### src/rtl/fetch_stage.sv
// fetch_stage: instruction-fetch stage plus the IF/ID pipeline register.
//
// Owns the PC and keeps at most one instruction-memory request in flight
// over a valid/ready handshake. Presents the fetched word, its PC and PC+4
// to decode. Decode back-pressure is absorbed by a one-entry hold buffer.
// EXE redirects flush IF/ID and squash any fetch still in flight.
//
// Ports:
//   CLK, Reset                   clock, asynchronous active-low reset
//   imem_req_valid/addr/ready    fetch request handshake (addr = PC)
//   imem_rsp_valid/data          returned instruction word
//   stall_ID                     decode cannot accept; IF/ID holds
//   redirect_valid/addr          taken branch/jump target (bits [1:0] ignored)
//   valid_ID, entireOpCode_ID,
//   pc_ID, newAddress_next_ID    IF/ID register contents
module fetch_stage #(
    parameter int unsigned        ADDR_W   = 32,
    parameter int unsigned        INSTR_W  = 32,
    parameter logic [ADDR_W-1:0]  RESET_PC = {ADDR_W{1'b0}}
) (
    input  logic               CLK,
    input  logic               Reset,
    output logic               imem_req_valid,
    output logic [ADDR_W-1:0]  imem_req_addr,
    input  logic               imem_req_ready,
    input  logic               imem_rsp_valid,
    input  logic [INSTR_W-1:0] imem_rsp_data,
    input  logic               stall_ID,
    input  logic               redirect_valid,
    input  logic [ADDR_W-1:0]  redirect_addr,
    output logic               valid_ID,
    output logic [INSTR_W-1:0] entireOpCode_ID,
    output logic [ADDR_W-1:0]  pc_ID,
    output logic [ADDR_W-1:0]  newAddress_next_ID
);

    localparam logic [ADDR_W-1:0] PC_STEP = {{(ADDR_W-3){1'b0}}, 3'd4};

    // REQ: issue fetch, WAIT: live fetch outstanding,
    // DROP: squashed fetch outstanding, HOLD: word parked in hold buffer
    typedef enum logic [1:0] {
        ST_REQ  = 2'd0,
        ST_WAIT = 2'd1,
        ST_DROP = 2'd2,
        ST_HOLD = 2'd3
    } fetchState_e;

    fetchState_e        state_r;
    logic [ADDR_W-1:0]  pc_r;
    logic [INSTR_W-1:0] holdData_r;
    logic [ADDR_W-1:0]  holdPc_r;
    logic               validId_r;
    logic [INSTR_W-1:0] opCodeId_r;
    logic [ADDR_W-1:0]  pcId_r;
    logic [ADDR_W-1:0]  nextId_r;

    logic [ADDR_W-1:0]  pcPlus4_s;
    logic [ADDR_W-1:0]  redirTarget_s;
    logic               reqValid_s;
    logic               loadEn_s;
    logic [INSTR_W-1:0] loadData_s;
    logic [ADDR_W-1:0]  loadPc_s;

    // PC increment wraps naturally modulo 2^ADDR_W
    assign pcPlus4_s     = pc_r + PC_STEP;
    assign redirTarget_s = {redirect_addr[ADDR_W-1:2], 2'b00};

    // The request line is gated by Reset so it drops the instant reset asserts
    assign imem_req_valid     = reqValid_s & Reset;
    assign imem_req_addr      = pc_r;
    assign valid_ID           = validId_r;
    assign entireOpCode_ID    = opCodeId_r;
    assign pc_ID              = pcId_r;
    assign newAddress_next_ID = nextId_r;

    // Request qualification and selection of the word that enters IF/ID this cycle
    always_comb begin
        reqValid_s = (state_r == ST_REQ) && !redirect_valid;
        loadEn_s   = 1'b0;
        loadData_s = imem_rsp_data;
        loadPc_s   = pc_r;
        if (!redirect_valid && !stall_ID) begin
            if ((state_r == ST_WAIT) && imem_rsp_valid) begin
                loadEn_s = 1'b1;
            end else if (state_r == ST_HOLD) begin
                loadEn_s   = 1'b1;
                loadData_s = holdData_r;
                loadPc_s   = holdPc_r;
            end else begin
                loadEn_s = 1'b0;
            end
        end else begin
            loadEn_s = 1'b0;
        end
    end

    // Fetch FSM, PC, hold buffer and IF/ID register
    always_ff @(posedge CLK or negedge Reset) begin
        if (!Reset) begin
            state_r    <= ST_REQ;
            pc_r       <= RESET_PC;
            holdData_r <= {INSTR_W{1'b0}};
            holdPc_r   <= {ADDR_W{1'b0}};
            validId_r  <= 1'b0;
            opCodeId_r <= {INSTR_W{1'b0}};
            pcId_r     <= {ADDR_W{1'b0}};
            nextId_r   <= {ADDR_W{1'b0}};
        end else begin
            case (state_r)
                ST_REQ: begin
                    if (redirect_valid) begin
                        pc_r <= redirTarget_s;
                    end else if (imem_req_ready) begin
                        state_r <= ST_WAIT;
                    end else begin
                        state_r <= ST_REQ;
                    end
                end
                ST_WAIT: begin
                    if (redirect_valid) begin
                        // A word arriving with the redirect is simply dropped
                        pc_r    <= redirTarget_s;
                        state_r <= imem_rsp_valid ? ST_REQ : ST_DROP;
                    end else if (imem_rsp_valid) begin
                        pc_r <= pcPlus4_s;
                        if (stall_ID) begin
                            holdData_r <= imem_rsp_data;
                            holdPc_r   <= pc_r;
                            state_r    <= ST_HOLD;
                        end else begin
                            state_r <= ST_REQ;
                        end
                    end else begin
                        state_r <= ST_WAIT;
                    end
                end
                ST_DROP: begin
                    if (redirect_valid) begin
                        pc_r <= redirTarget_s;
                    end else begin
                        pc_r <= pc_r;
                    end
                    if (imem_rsp_valid) begin
                        state_r <= ST_REQ;
                    end else begin
                        state_r <= ST_DROP;
                    end
                end
                ST_HOLD: begin
                    if (redirect_valid) begin
                        holdData_r <= {INSTR_W{1'b0}};
                        holdPc_r   <= {ADDR_W{1'b0}};
                        pc_r       <= redirTarget_s;
                        state_r    <= ST_REQ;
                    end else if (!stall_ID) begin
                        state_r <= ST_REQ;
                    end else begin
                        state_r <= ST_HOLD;
                    end
                end
                default: begin
                    state_r <= ST_REQ;
                end
            endcase

            // Flush wins over stall; fields only change when a word is loaded
            if (redirect_valid) begin
                validId_r <= 1'b0;
            end else if (stall_ID) begin
                validId_r <= validId_r;
            end else begin
                validId_r <= loadEn_s;
                if (loadEn_s) begin
                    opCodeId_r <= loadData_s;
                    pcId_r     <= loadPc_s;
                    nextId_r   <= loadPc_s + PC_STEP;
                end else begin
                    opCodeId_r <= opCodeId_r;
                end
            end
        end
    end

endmodule
### config.mk
export PLATFORM = sky130hd
export DESIGN_NAME = fetch_stage
export DESIGN_NICKNAME = d
export VERILOG_FILES = /design/src/rtl/fetch_stage.sv
export SDC_FILE = /design/constraint.sdc
export NUM_CORES = 1
export LEC_CHECK = 0
export CAP_MARGIN = 20
export CELL_PAD_IN_SITES_DETAIL_PLACEMENT = 1
export CELL_PAD_IN_SITES_GLOBAL_PLACEMENT = 1
export CORE_MARGIN = 10
export CORE_UTILIZATION = 30
export CTS_BUF_LIST = sky130_fd_sc_hd__clkbuf_8
export DETAILED_ROUTE_END_ITERATION = 8
export MAX_ROUTING_LAYER = met4
export PLACE_DENSITY = 0.67
export SLEW_MARGIN = 20
export SYNTH_ARGS = -nofsm -noshare
export SYNTH_HDL_FRONTEND = slang
export SYNTH_SLANG_ARGS = --single-unit
### constraint.sdc
create_clock -name CLK -period 8.4 [get_ports CLK]
set_clock_uncertainty 0.15 [all_clocks]
set_input_delay 1.68 -clock CLK [delete_from_list [all_inputs] [get_ports CLK]]
set_output_delay 1.68 -clock CLK [all_outputs]
set_load 0.01 [all_outputs]
## After elaboration in Yosys (flattened, before gate mapping)

Cells that the tools add are included.
W data, S select, Z words.

- Flip-flop bits (word level): 195
- Output and inout bits: 130
- Word-level logic and storage cells: 67

- Add/sub/neg operators: 2
- Equality and inequality tests: 11
- Muxes and demuxes: 32
- Bitwise operators: 3
- Reductions and logical operators: 11

Operators with widths:

| kind | count |
|---|---|
| $mux W32 | 16 |
| $pmux W32 S2 | 3 |
| $add A32 B3 Y32 const B | 2 |
| $mux W2 | 6 |
| $ne A2 B2 Y1 const B | 5 |
| $pmux W2 S4 | 1 |
| $mux W1 | 6 |
| $reduce_and A5 Y1 | 1 |
| $eq A2 B2 Y1 const B | 2 |
| $ne A2 B1 Y1 const B | 2 |
| $logic_and A1 B1 Y1 | 3 |
| $ne A3 B3 Y1 const B | 1 |
| $reduce_and A3 Y1 | 1 |
| $reduce_or A3 Y1 | 1 |
| $eq A2 B1 Y1 const B | 1 |
| $logic_not A1 Y1 | 2 |
| $logic_not A2 Y1 | 1 |
| $not A1 Y1 | 2 |
| $reduce_and A2 Y1 | 1 |
| $reduce_bool A2 Y1 | 1 |
| $and A1 B1 Y1 | 1 |

## Depth between registers and ports, before layout

Gate-level depths: netlist of the first run.

- Depth in word-level cells: 6
- Depth in mapped cells: 13
- Depth with buffers taken out: 7

## Worst setup path before layout of the first run

OpenSTA, ideal clock, no wires.

- Kind: input-to-output
- From: input redirect_valid
- To: output imem_req_valid
- Data arrival time: 2.507 ns
- Required time: 6.570 ns
- Setup slack: 4.063 ns
- Stages: 3
- Buffers on the path: 2
- Cells stage by stage: clkbuf_1 -> clkbuf_1 -> nor4b_1

- Longest elaborated chain between the ends: 3

Ends and longest elaborated chain:

| what | line | RTL |
|---|---|---|
| start, declared | 29 | `input logic redirect_valid,` |
| $logic_not A1 Y1 | 78 | `reqValid_s = (state_r == ST_REQ) && !redirect_valid;` |
| $logic_and A1 B1 Y1 | 78 |  |
| $and A1 B1 Y1 | 69 | `assign imem_req_valid = reqValid_s & Reset;` |
| end, declared | 23 | `output logic imem_req_valid,` |

Every way passes these cells.

## Worst setup path after layout of the first run

- From: input redirect_valid
- To: register nextId_r[24], in the netlist newAddress_next_ID[24]

- Longest elaborated chain between the ends: 4

Ends and longest elaborated chain:

| what | line | RTL |
|---|---|---|
| $logic_not A1 Y1 | 82 | `if (!redirect_valid && !stall_ID) begin` |
| $logic_and A1 B1 Y1 | 82 |  |
| $mux W32 or $mux W1 (tied branches) | 82 |  |
| $add A32 B3 Y32 or $reduce_and A3 Y1 (tied branches) | - |  |
| end signal, assigned | 107 | `nextId_r <= {ADDR_W{1'b0}};` |
| end signal, assigned | 176 | `nextId_r <= loadPc_s + PC_STEP;` |
| end, declared | 55 | `logic [ADDR_W-1:0] nextId_r;` |

Parallel ways exist; a longest one is shown, timed or not.
A chain may end at the register's enable or synchronous reset.

==> qor.csv, run 1 <==
metric,value,unit
outcome,completed,
r2r_slack,4.46,ns
io_pins,200,
path_cells,clkdlybuf4s50_1 > buf_4 > nand4bb_4 > buf_4 > nor4_2 > o221ai_2 > o31a_1 > o31ai_1,
worstPathMaxFanout,45,
tritoncts,built,
critical_path.max_stage_delay,0.85,ns
p_int,2.057,mW
worst_pin_slew,1.000,ns
nFillCells,3580,
die_w,196.9,um
clk_path_buf_depth,2,
finalSetupViolations,0,
gp_congestion,0.8191,
power_frac_seq,46.2,%
port_buffers,191,
design_area,11990,um^2
p_switching,1.015,mW
track_usage,17.33,%
grt_setup_unrepaired,no,
power_switching_share,33.04,%
maxSlewViolCount,0,
cts-root-buf,clkbuf_8,
synth_edf_count,0,
whs_path_depth,2,
vias,8238,
grt_overflow,0,
p_clk_share,23.7,%
r2r-end,newAddress_next_ID[24],
grt_antenna_before_repair,0,
slew_headroom,33.31,%
yosysSeqAreaShare,49.83,%
min-delay-start,newAddress_next_ID[5],
final_common_cell,nand2_1,
syn_inst,1067,
worstPathArrival,5.36,ns
ys_seq_elements,187,
crit_top_cell,buf_4,
worstReg2RegStart,state_r[0],
rows,64,
post_cts_buffers,0,
grt_pass1_vias,8447,
min_path_type,reg2reg,
drive_gt1_share,5.674,%
antennaDiodeCount,0,
fmax,0.1951,GHz
min_period,5.126,ns
critPathLaunch,redirect_valid,
hold_viol,0,
post_dp_cell_area,11520,um^2
hold_buffers,0,
worstSetupPathType,in2reg,
cts-resized-gates,0,
cp-start-kind,input port,
drt-initial-drc-count,579,
p_leak,5.082,nW
routedWlPerCell,20.26,um
synth_area,9390,um^2
cap_violations,0,
dp_hpwl,23.39,mm
post-route-period-util,61.02,%
pwr_density_cell,256.1,nW/um^2
async_flop_share,100.0,%
initial_utilization,30.54,%
crit_required,8.63,ns
nets,1277,
final_cell_mix,"301 x nand2_1, 190 x clkdlybuf4s50_1, 187 x dfrtp_1",
remaining_drc_errors,0,
yosysUniqueCellTypes,68,
die_h,196.9,um
grt_max_degree,109,
peakVddDrop,0.08888,mV
fin_setup_tns,0,ns
fin_util,39.01,%
min_to,newAddress_next_ID[5],
synth.avg_cell_area,8.801,um^2
clk_latency,0.49,ns
grt_pass1_wl,51.29,mm
first_pass_iters,4,
dieArea,38780,um^2
cts_sinks,187,
combPwrFrac,30.0,%
synth-main-ff-cell,dfrtp_1,
numCtsBuffers,17,
clk_transition_reported_paths,0.10,ns
worstSetupEndpointType,flip-flop,
ant_nets,0,
area_growth,27.73,%
via_per_inst,5.110,
reg2regPathDepth,6,
wl,32.67,mm
core,30750,um^2
htree_levels,4,
critical-path-slowest-cell,nand4bb_4,
yosysWarnings,0,
[cell usage after synthesis (all sizes together), types with 12 or more instances]
library cell / n / area (um^2)
nor4: 20 / 195.2
clkbuf: 54 / 203.9
nand2: 303 / 1137
nor2: 65 / 244.0
a21oi: 16 / 80.08
nand4: 17 / 112.6
buf: 32 / 176.4
dfrtp: 187 / 4679
a31oi: 37 / 231.5
nand3: 23 / 125.1
nor3: 14 / 81.33
xnor2: 20 / 175.2
mux2i: 31 / 310.3
o21ai: 127 / 635.6
and3: 12 / 75.07
[through the flow]
| step | setup slack [ns] | hold WS (ns) | instances | power (mW) |
|---|---|---|---|---|
| 6_report | 3.274 | 0.3359 | 1612 | 3.072 |
| 5_1_grt | 3.006 | 0.3637 | 1612 | 3.289 |
| 4_1_cts | 3.261 | 0.3437 | 1612 | 3.124 |
| 3_5_place_dp | 2.723 | 0.3197 | 1582 | 2.386 |
| 3_3_place_gp | 2.812 | 0.3112 | 1582 | 2.348 |
| 2_1_floorplan | 4.063 | 0.2992 | 1072 | 1.797 |
[power groups by stage]
stage,clock [mW],sequential (mW),combinational [mW]
global route,0.791,1.47,1.03
detailed placement,0,1.44,0.945
finish,0.729,1.42,0.923
CTS,0.753,1.42,0.948
global placement,0,1.43,0.923
floorplan,0,1.45,0.346
[worst max-delay path, delay by kind of cell]
kind / cells / cell delay, ns
and+or+nand+nor: 2 / 1.41
buffers and inverters: 3 / 1.19
AOI/OAI and AO/OA: 3 / 1.03
[logic make-up after synthesis]
| group | after synthesis | synth area share [%] |
|---|---|---|
| other cells | 1 | 0.03994 |
| flops | 187 | 49.83 |
| simple gates | 475 | 23.12 |
| mux | 38 | 4.144 |
| compound gates | 240 | 15.38 |
| xor+xnor | 31 | 2.891 |
| fa+ha+maj | 2 | 0.2664 |
| buf+inv | 93 | 4.330 |
[metal layers]
layer,vias up,part of all wire (%),GRT usage (%)
met5,-,0,-
met4,0,0.98,4.101
met3,18,4.2,3.271
met2,171,45,25.25
met1,4095,50,24.29
li1,3954,-,-
[worst max-delay path by stage]
stage / to / slack (ns) / cells past startpoint
CTS: newAddress_next_ID[24] / 3.26 / 8
finish: newAddress_next_ID[24] / 3.27 / 8
global route: newAddress_next_ID[24] / 3.01 / 8
floorplan: imem_req_valid / 4.06 / 3
detailed placement: newAddress_next_ID[24] / 2.72 / 8
global placement: newAddress_next_ID[24] / 2.81 / 8
[layout make-up]
| type | count | area (um^2) | share of cell area [%] |
|---|---|---|---|
| inverters | 7 | 26.28 | 0.2191 |
| clock inverters | 12 | 221.5 | 1.846 |
| clock buffers | 18 | 247.7 | 2.066 |
| multi-input cells | 792 | 4340 | 36.19 |
| flip-flops and latches | 187 | 4679 | 39.02 |
| well taps | 396 | 495.5 | 4.131 |
| repair buffers | 200 | 1983 | 16.53 |
[sequential cells by signal, indices dropped and copies added, names as in the netlist]
name and cells:
entireOpCode_ID 32, holdData_r 32, holdPc_r 30, imem_req_addr 30, newAddress_next_ID 30, pc_ID 30
state_r 2, valid_ID 1
(Power assumes the default switching activity.)
==> run 2, diff against run 1 <==
--- a/config.mk
+++ b/config.mk
@@ -13,7 +13,7 @@
 export CTS_BUF_LIST = sky130_fd_sc_hd__clkbuf_8
 export DETAILED_ROUTE_END_ITERATION = 8
 export MAX_ROUTING_LAYER = met4
-export PLACE_DENSITY = 0.67
+export PLACE_DENSITY = 0.7
 export SLEW_MARGIN = 20
 export SYNTH_ARGS = -nofsm -noshare
 export SYNTH_HDL_FRONTEND = slang
==> constraint.sdc (replaced) <==
create_clock -name CLK -period 4.7 [get_ports CLK]
set_clock_uncertainty 0.15 [all_clocks]
set_input_delay 0.94 -clock CLK [delete_from_list [all_inputs] [get_ports CLK]]
set_output_delay 0.94 -clock CLK [all_outputs]
set_load 0.01 [all_outputs]
==> qor.csv, run 2 (synthesized netlist as in run 1, its figures left out) <==
metric,value,unit,change
outcome,completed,,
track_usage,17.37,%,+0.046 points
worstSetupEndpointType,output port,,
fin_setup_tns,0,ns,unchanged
critical-path-slowest-cell,clkdlybuf4s50_1,,
tritoncts,built,,
p_switching,1.822,mW,+79%
ant_nets,0,,unchanged
cp-start-kind,input port,,
crit_required,3.61,ns,-5.02 ns
io_pins,200,,unchanged
cap_violations,0,,unchanged
post_cts_buffers,0,,unchanged
min_path_type,reg2reg,,
remaining_drc_errors,0,,unchanged
post-route-period-util,81.28,%,
reg2regPathDepth,7,,+1
min-delay-start,pc_ID[4],,
final_cell_mix,"301 x nand2_1, 190 x clkdlybuf4s50_1, 187 x dfrtp_1",,
worstPathArrival,2.73,ns,-2.63 ns
dieArea,38780,um^2,unchanged
power_switching_share,33.80,%,+0.77 points
p_leak,5.107,nW,+0.49%
hold_viol,0,,unchanged
clk_latency,0.47,ns,-0.02 ns
gp_congestion,0.8421,,+2.8%
r2r-end,newAddress_next_ID[24],,
path_cells,clkdlybuf4s50_1 > buf_4 > nor4b_1 > clkdlybuf4s50_1,,
peakVddDrop,0.1669,mV,+88%
cts-root-buf,clkbuf_8,,
p_int,3.568,mW,+73%
die_w,196.9,um,unchanged
min_to,pc_ID[4],,
nets,1287,,+0.78%
total_power,5.389,mW,+75%
slew_headroom,38.46,%,+5.1 points
htree_levels,4,,unchanged
critical_path.max_stage_delay,0.62,ns,-0.23 ns
worst_pin_slew,0.9231,ns,-0.07713 ns
core,30750,um^2,unchanged
p_clk_share,22.1,%,-1.6 points
grt_max_degree,81,,-26%
vias,8293,,+0.67%
power_frac_seq,47.1,%,+0.9 points
wl,32.66,mm,about the same
grt_setup_unrepaired,no,,
clk_transition_reported_paths,0.10,ns,about the same
grt_pass1_wl,51.76,mm,+0.93%
drive_gt1_share,6.520,%,+0.85 points
grt_antenna_before_repair,1,,+1
whs_path_depth,2,,unchanged
combPwrFrac,30.8,%,+0.8 points
cp_top_family,buffers and inverters,,
crit_buf_inv,3,,unchanged
via_per_inst,5.107,,about the same
routedWlPerCell,20.11,um,-0.76%
clk_path_buf_depth,2,,unchanged
worstPathMaxFanout,10,,-78%
cts_sinks,187,,unchanged
dp_hpwl,24.14,mm,+3.2%
hold_buffers,0,,unchanged
area_growth,28.05,%,
crit_top_cell,clkdlybuf4s50_1,,
numCtsBuffers,17,,unchanged
initial_utilization,30.54,%,unchanged
maxSlewViolCount,0,,unchanged
drt-initial-drc-count,532,,-8.1%
fmax,0.2618,GHz,
worstReg2RegStart,state_r[0],,
cts-resized-gates,0,,unchanged
rows,64,,unchanged
min_period,3.820,ns,
pwr_density_cell,448.2,nW/um^2,+75%
worstSetupPathType,in2out,,
final_common_cell,nand2_1,,
first_pass_iters,4,,unchanged
die_h,196.9,um,unchanged
port_buffers,191,,unchanged
finalSetupViolations,0,,unchanged
r2r_slack,1.59,ns,-2.87 ns
grt_overflow,0,,unchanged
grt_pass1_vias,8564,,+1.4%
-- run 2: layout make-up --
type                    instances  area [um^2]
clock inverters                10        140.1
clock buffers                  21        289.0
inverters                       7        26.28
repair buffers                210         2058
multi-input cells             792         4333
diodes                          1        2.502
flip-flops and latches        187         4679
fillers                      3605        18730
well taps                     396        495.5
-- run 2: how the worst max path moves through the flow --
stage / start / endpoint / depth (start not counted)
after floorplan: stall_ID / newAddress_next_ID[28] / 12
after global placement: redirect_valid / newAddress_next_ID[24] / 8
after detailed placement: redirect_valid / newAddress_next_ID[24] / 8
after CTS: redirect_valid / imem_req_valid / 4
after global routing: redirect_valid / imem_req_valid / 4
final: redirect_valid / imem_req_valid / 4
-- run 2: worst register-to-register path: stages (launching register included) --
cell and delay [ns]:
dfrtp_1 0.75, and4bb_4 0.44, nand2_1 0.10, nand2_1 0.07, ha_1 0.45, o221ai_2 0.42, o31a_1 0.41, o31ai_1 0.22
-- run 2: metrics by stage --
step / setup WS [ns] / hold WS (ns) / area [um^2] / instances / util [%]
detailed placement: 0.7210 / 0.3197 / 11590 / 1592 / 37.70
floorplan: 1.382 / 0.2992 / 9409 / 1072 / -
CTS: 0.8869 / 0.3434 / 12020 / 1623 / 39.10
global placement: 0.8163 / 0.3110 / 11590 / 1592 / 37.70
global route: 0.8018 / 0.3654 / 12020 / 1624 / 39.10
finish: 0.8798 / 0.3352 / 12020 / 1624 / 39.10
-- run 2: power by group through the flow --
stage	clock network, mW	registers [mW]	logic, mW
after floorplan	0	2.59	0.619
after global placement	0	2.55	1.66
after detailed placement	0	2.58	1.70
after CTS	1.22	2.54	1.71
after global routing	1.28	2.63	1.85
final	1.19	2.54	1.66
-- run 2: metal layers --
metal  track usage (%)  part of all wire (%)  up-vias
met1             24.43                    50     4128
met5                 -                     0        -
met4             3.959                  0.92        0
met3             2.913                   3.9       17
met2             25.59                    45      174
li1                  -                     -     3974
